<file path="config.mk">
export PLATFORM = sky130hd
export DESIGN_NAME = spike_ingress_queue
export DESIGN_NICKNAME = d
export VERILOG_FILES = /design/src/rtl/spike_ingress_queue.sv
export SDC_FILE = /design/constraint.sdc
export NUM_CORES = 1
export LEC_CHECK = 0
export CAP_MARGIN = 20
export CORE_UTILIZATION = 45
export CTS_CLUSTER_DIAMETER = 80
export CTS_CLUSTER_SIZE = 14
export DETAILED_ROUTE_END_ITERATION = 6
export PLACE_DENSITY = 0.64
export SLEW_MARGIN = 20
export SYNTH_ARGS = -nofsm -noshare
export SYNTH_HDL_FRONTEND = slang
export SYNTH_SLANG_ARGS = --single-unit
</file>
<file path="constraint.sdc">
create_clock -name clk -period 3.3 [get_ports clk]
set_clock_uncertainty 0.1 [all_clocks]
set_input_delay 0.66 -clock clk [delete_from_list [all_inputs] [get_ports clk]]
set_output_delay 0.66 -clock clk [all_outputs]
set_load 0.01 [all_outputs]
</file>
<file path="src/rtl/spike_ingress_queue.sv">
// Spike ingress queue: circular FIFO from host to grid with a registered one-packet-per-cycle output.
// Optional stall watchdog enabled by defining SPIKE_INGRESS_WATCHDOG_EN.
module spike_ingress_queue #(
    parameter int DEPTH       = 4,
    parameter int STALL_LIMIT = 16
) (
    input  logic                     clk,
    input  logic                     rst_n,
    input  logic                     in_valid,
    output logic                     in_ready,
    input  logic [7:0]               in_data_a,
    input  logic [7:0]               in_data_b,
    input  logic                     stall,
    output logic [7:0]               spike_in_data_a,
    output logic [7:0]               spike_in_data_b,
    output logic                     spike_in_valid,
    output logic                     fault_inject,
    output logic [$clog2(DEPTH):0]   occupancy
);

    localparam int PW = $clog2(DEPTH);
    localparam int OW = PW + 1;

    logic [15:0]   mem [DEPTH];
    logic [PW-1:0] wr_ptr;
    logic [PW-1:0] rd_ptr;
    logic          push;
    logic          pop;
    logic [OW-1:0] occ_next;

    assign in_ready = (occupancy < OW'(DEPTH));
    assign push     = in_valid && in_ready;
    // Pop only looks at registered occupancy, so an entry written this edge is never read this edge.
    assign pop      = (occupancy != '0) && (!stall || fault_inject);

    always_comb begin
        occ_next = occupancy;
        if (push && !pop) begin
            occ_next = occupancy + 1'b1;
        end else if (pop && !push) begin
            occ_next = occupancy - 1'b1;
        end
    end

    always_ff @(posedge clk) begin
        if (push) begin
            mem[wr_ptr] <= {in_data_a, in_data_b};
        end
    end

    always_ff @(posedge clk or negedge rst_n) begin
        if (!rst_n) begin
            wr_ptr          <= '0;
            rd_ptr          <= '0;
            occupancy       <= '0;
            spike_in_valid  <= 1'b0;
            spike_in_data_a <= 8'h00;
            spike_in_data_b <= 8'h00;
        end else begin
            occupancy <= occ_next;
            if (push) begin
                wr_ptr <= wr_ptr + 1'b1;
            end
            if (pop) begin
                rd_ptr          <= rd_ptr + 1'b1;
                spike_in_valid  <= 1'b1;
                spike_in_data_a <= mem[rd_ptr][15:8];
                spike_in_data_b <= mem[rd_ptr][7:0];
            end else begin
                spike_in_valid  <= 1'b0;
                spike_in_data_a <= 8'h00;
                spike_in_data_b <= 8'h00;
            end
        end
    end

`ifdef SPIKE_INGRESS_WATCHDOG_EN
    logic [7:0] stall_cnt;
    logic [7:0] stall_cnt_next;

    // Counts consecutive stalled edges while data is waiting; saturates at 255.
    always_comb begin
        stall_cnt_next = 8'd0;
        if (stall && (occupancy != '0)) begin
            stall_cnt_next = (stall_cnt == 8'hFF) ? stall_cnt : stall_cnt + 8'd1;
        end
    end

    always_ff @(posedge clk or negedge rst_n) begin
        if (!rst_n) begin
            stall_cnt    <= 8'd0;
            fault_inject <= 1'b0;
        end else begin
            stall_cnt <= stall_cnt_next;
            if (occ_next == '0) begin
                fault_inject <= 1'b0;
            end else if (stall_cnt_next == 8'(STALL_LIMIT)) begin
                fault_inject <= 1'b1;
            end
        end
    end
`else
    assign fault_inject = 1'b0;
`endif

endmodule

</file>
==> impl_metrics.prom <==
# TYPE chip_impl_metric gauge
chip_impl_metric{name="synth_enable_flop_cells",unit=""} 64
chip_impl_metric{name="finalWeightedCongestion",unit=""} 0.626
chip_impl_metric{name="fmaxAchievable",unit="MHz"} 404
chip_impl_info{name="synth-main-ff-cell",value="sky130_fd_sc_hd__edfxtp_1"} 1
chip_impl_info{name="rsz0062_at_grt",value="no"} 1
chip_impl_metric{name="rr_worst_depth",unit=""} 7
chip_impl_metric{name="routedWlPerCell",unit="um"} 17.3
chip_impl_metric{name="synth_mux_area_share",unit="%"} 11.9
chip_impl_info{name="root_buf_cell",value="sky130_fd_sc_hd__clkbuf_8"} 1
chip_impl_metric{name="final_nets",unit=""} 234
chip_impl_metric{name="yosys.area_share.simple",unit="%"} 6.44
chip_impl_metric{name="die-height",unit="um"} 88.7
chip_impl_metric{name="maximum_number_of_pins_on_one_net_before_global_route_repair",unit=""} 25
chip_impl_metric{name="max_stage_delay",unit="ns"} 0.45
chip_impl_metric{name="drt_iter0_drc",unit=""} 90
chip_impl_metric{name="firstDrtPassIters",unit=""} 4
chip_impl_metric{name="globalRoute.totalOverflow",unit=""} 0
chip_impl_metric{name="post_cts_resized",unit=""} 0
chip_impl_info{name="synth_top_family_by_area",value="multiplexers"} 1
chip_impl_metric{name="dp_hpwl",unit="um"} 3400
chip_impl_metric{name="detail_route.drc_violations",unit=""} 0
chip_impl_metric{name="grt_antenna_before_repair",unit=""} 0
chip_impl_metric{name="worst_ir_drop_vdd",unit="mV"} 0.277
chip_impl_metric{name="path_clk_slew",unit="ns"} 0.08
chip_impl_metric{name="antennaDiodeCount",unit=""} 0
chip_impl_metric{name="totalWireLength",unit="um"} 5410
chip_impl_metric{name="cts.htree.levels",unit=""} 3
chip_impl_metric{name="clock-sinks",unit=""} 88
chip_impl_metric{name="numCtsBuffers",unit=""} 9
chip_impl_info{name="crit_chain",value="clkdlybuf4s50_1, nor2b_1, ha_1, inv_1, fa_1, xor2_1, nor2_1, xnor2_1"} 1
chip_impl_metric{name="setup_tns",unit="ns"} 0
chip_impl_metric{name="synth_compound_area_share",unit="%"} 0.148
chip_impl_metric{name="hold_depth",unit=""} 1
chip_impl_metric{name="flow.area_growth_from_synthesis",unit="%"} 20.7
chip_impl_metric{name="stdcell_count",unit=""} 312
chip_impl_metric{name="final_max_slew_viol_count",unit=""} 0
chip_impl_metric{name="grt_pass1_vias",unit=""} 1597
chip_impl_metric{name="worst_pin_slew",unit="ns"} 0.809
chip_impl_metric{name="numPortBuffers",unit=""} 40
chip_impl_metric{name="synth-seq-cells",unit=""} 88
chip_impl_info{name="worstHoldPathType",value="reg2reg"} 1
chip_impl_info{name="run_status",value="finished clean"} 1
chip_impl_metric{name="core_area",unit="um2"} 7250
chip_impl_info{name="worstSetupPathType",value="in2reg"} 1
chip_impl_metric{name="global_route_wire_length_before_repair",unit="um"} 8190
chip_impl_metric{name="synth_adder_area_share",unit="%"} 2.44
chip_impl_info{name="slowest_stage_cell_cp",value="sky130_fd_sc_hd__clkdlybuf4s50_1"} 1
chip_impl_metric{name="max-slew-margin-rel",unit="%"} 46.1
chip_impl_metric{name="synthesis.instances",unit=""} 158
chip_impl_metric{name="maxCapViolCount",unit=""} 0
chip_impl_metric{name="drive_gt1_share",unit="%"} 17.8
chip_impl_metric{name="cp.required",unit="ns"} 3.48
chip_impl_metric{name="grt_usage",unit="%"} 15.3
chip_impl_info{name="tritoncts",value="built"} 1
chip_impl_metric{name="synth_xor_area_share",unit="%"} 1.55
chip_impl_metric{name="fp.dieW",unit="um"} 88.7
chip_impl_info{name="final_cell_mix",value="sky130_fd_sc_hd__edfxtp_1 (64), sky130_fd_sc_hd__clkdlybuf4s50_1 (40), sky130_fd_sc_hd__dfrtp_1 (24)"} 1
chip_impl_metric{name="power.leakage",unit="nW"} 1.50
chip_impl_metric{name="clock_path_buffers",unit=""} 2
chip_impl_metric{name="cts_setup_buffers",unit=""} 0
chip_impl_metric{name="floorplan.io_pins",unit=""} 42
chip_impl_metric{name="initial_core_util",unit="%"} 46.6
chip_impl_metric{name="mappedNetlistArea",unit="um2"} 3380
chip_impl_metric{name="row_count",unit=""} 31
chip_impl_metric{name="worst-endpoint-arrival",unit="ns"} 2.65
chip_impl_metric{name="final_antenna_net_count",unit=""} 0
chip_impl_metric{name="yosysUniqueCellTypes",unit=""} 26
chip_impl_metric{name="postSynthNetCount",unit=""} 184
chip_impl_metric{name="synth.yosys.seq_area_share",unit="%"} 74.6
chip_impl_metric{name="fin_crit_sh",unit="%"} 75.1
chip_impl_info{name="cp-start-kind",value="primary input"} 1
chip_impl_metric{name="final-setup-viol-count",unit=""} 0
chip_impl_metric{name="synth-async-reset-ratio",unit="%"} 27.3
chip_impl_metric{name="finalHoldViolations",unit=""} 0
chip_impl_info{name="most_frequent_standard_cell_in_the_layout_excluding_fill_and_tap_cells",value="sky130_fd_sc_hd__edfxtp_1"} 1
chip_impl_metric{name="worst-path-max-fanout",unit=""} 8
chip_impl_metric{name="insertion_delay_of_the_later_clocked_pin_in_the_worst_skew_pair",unit="ns"} 0.35
chip_impl_metric{name="vias_per_cell",unit=""} 4.95
chip_impl_info{name="worst_setup_end_kind",value="register"} 1
chip_impl_metric{name="power.density_cell_area",unit="nW/um2"} 799
chip_impl_metric{name="die_area",unit="um2"} 7860
chip_impl_metric{name="post_cts_hold_buffer_count",unit=""} 0
chip_impl_metric{name="synth.yosys.warnings",unit=""} 0
chip_impl_metric{name="period_needed",unit="ns"} 2.48
chip_impl_metric{name="place.detailed.instances",unit=""} 296
chip_impl_metric{name="syn_avg_cell_area",unit="um2"} 21.4
chip_impl_metric{name="dr_total_vias",unit=""} 1544
-- layer usage --
layer | wire [um] | GRT usage, % | part of all wire [%] | up-vias
met2 | 2850 | 27.2 | 53 | 50
met1 | 2230 | 16.8 | 41 | 796
li1 | - | - | - | 689
met4 | 95 | 7.33 | 1.8 | 0
met5 | 0 | 0 | 0 | -
met3 | 228 | 4.48 | 4.2 | 9
-- synth_stat cells, drive strengths merged, types with 2 or more instances --
cell type  instances  share of area, %
buf                7               2.1
and2               4              0.74
xnor2              4               1.0
ha                 5               1.9
xor2               2              0.52
edfxtp            64                57
nor2b             17               4.9
dfrtp             24                18
mux4              16                12
inv                5              0.56
-- sequential cells by signal (all words and copies together), names as in the netlist --
name,flops
spike_in_data_a,8
spike_in_valid,1
spike_in_data_b,8
occupancy,3
mem,64
wr_ptr,2
rd_ptr,2
-- where the power goes --
part / total, mW / leakage, nW / internal [mW] / switching [mW]
combinational: 0.953 / 0.513 / 0.575 / 0.379
clock: 0.735 / 0.101 / 0.370 / 0.365
sequential: 1.57 / 0.884 / 1.43 / 0.146
total: 3.26 / 1.50 / 2.37 / 0.889
-- worst paths after layout --
check                             startpoint                 end  slack, ns
max in group asynchronous              rst_n  spike_in_data_a[0]       2.28
worst max-delay path                in_valid        occupancy[2]       0.82
worst max register to register  occupancy[2]        occupancy[2]       1.17
min in group asynchronous              rst_n  spike_in_data_b[7]       0.57
worst min-delay path            occupancy[0]        occupancy[0]       0.49
worst min register to register  occupancy[0]        occupancy[0]       0.49
-- logic make-up (layout without fill, tap and decap cells) --
group           count (synthesis)  count (layout)
xor+xnor                        6               6
simple gates                   26              26
compound gates                  1               1
flops                          88              88
mux                            17              17
fa+ha+maj                       6               6
buf+inv                        13              68
other cells                     1               1
-- per-stage QoR --
stage | worst slack (ns) | cell area, um2 | util, % | hold WS, ns | total power, mW
2_1_floorplan | 0.974 | 3380 | - | 0.264 | 2.21
3_3_place_gp | 0.595 | 3880 | 53.5 | 0.438 | 2.52
3_5_place_dp | 0.467 | 3880 | 53.5 | 0.481 | 2.57
4_1_cts | 0.826 | 4080 | 56.2 | 0.495 | 3.29
5_1_grt | 0.731 | 4080 | 56.2 | 0.537 | 3.42
6_report | 0.822 | 4080 | 56.2 | 0.487 | 3.26
-- critical path: cells and delay by family --
family | cells | cell delay, ns
adder cells (fa/ha/maj) | 2 | 0.66
AND/OR/NAND/NOR | 2 | 0.54
buffers and inverters | 2 | 0.53
XOR/XNOR | 2 | 0.27
-- final cells by class --
class                           instances  area (um2)
Fill cell                             553        3170
Sequential cell                        88        2520
Timing Repair Buffer                   47         453
Inverter                                5        18.8
Clock inverter                          5        56.3
Clock buffer                           11         141
Tap cell                               99         124
Multi-Input combinational cell         57         763
No activity file was read; power rests on OpenSTA's default activity.
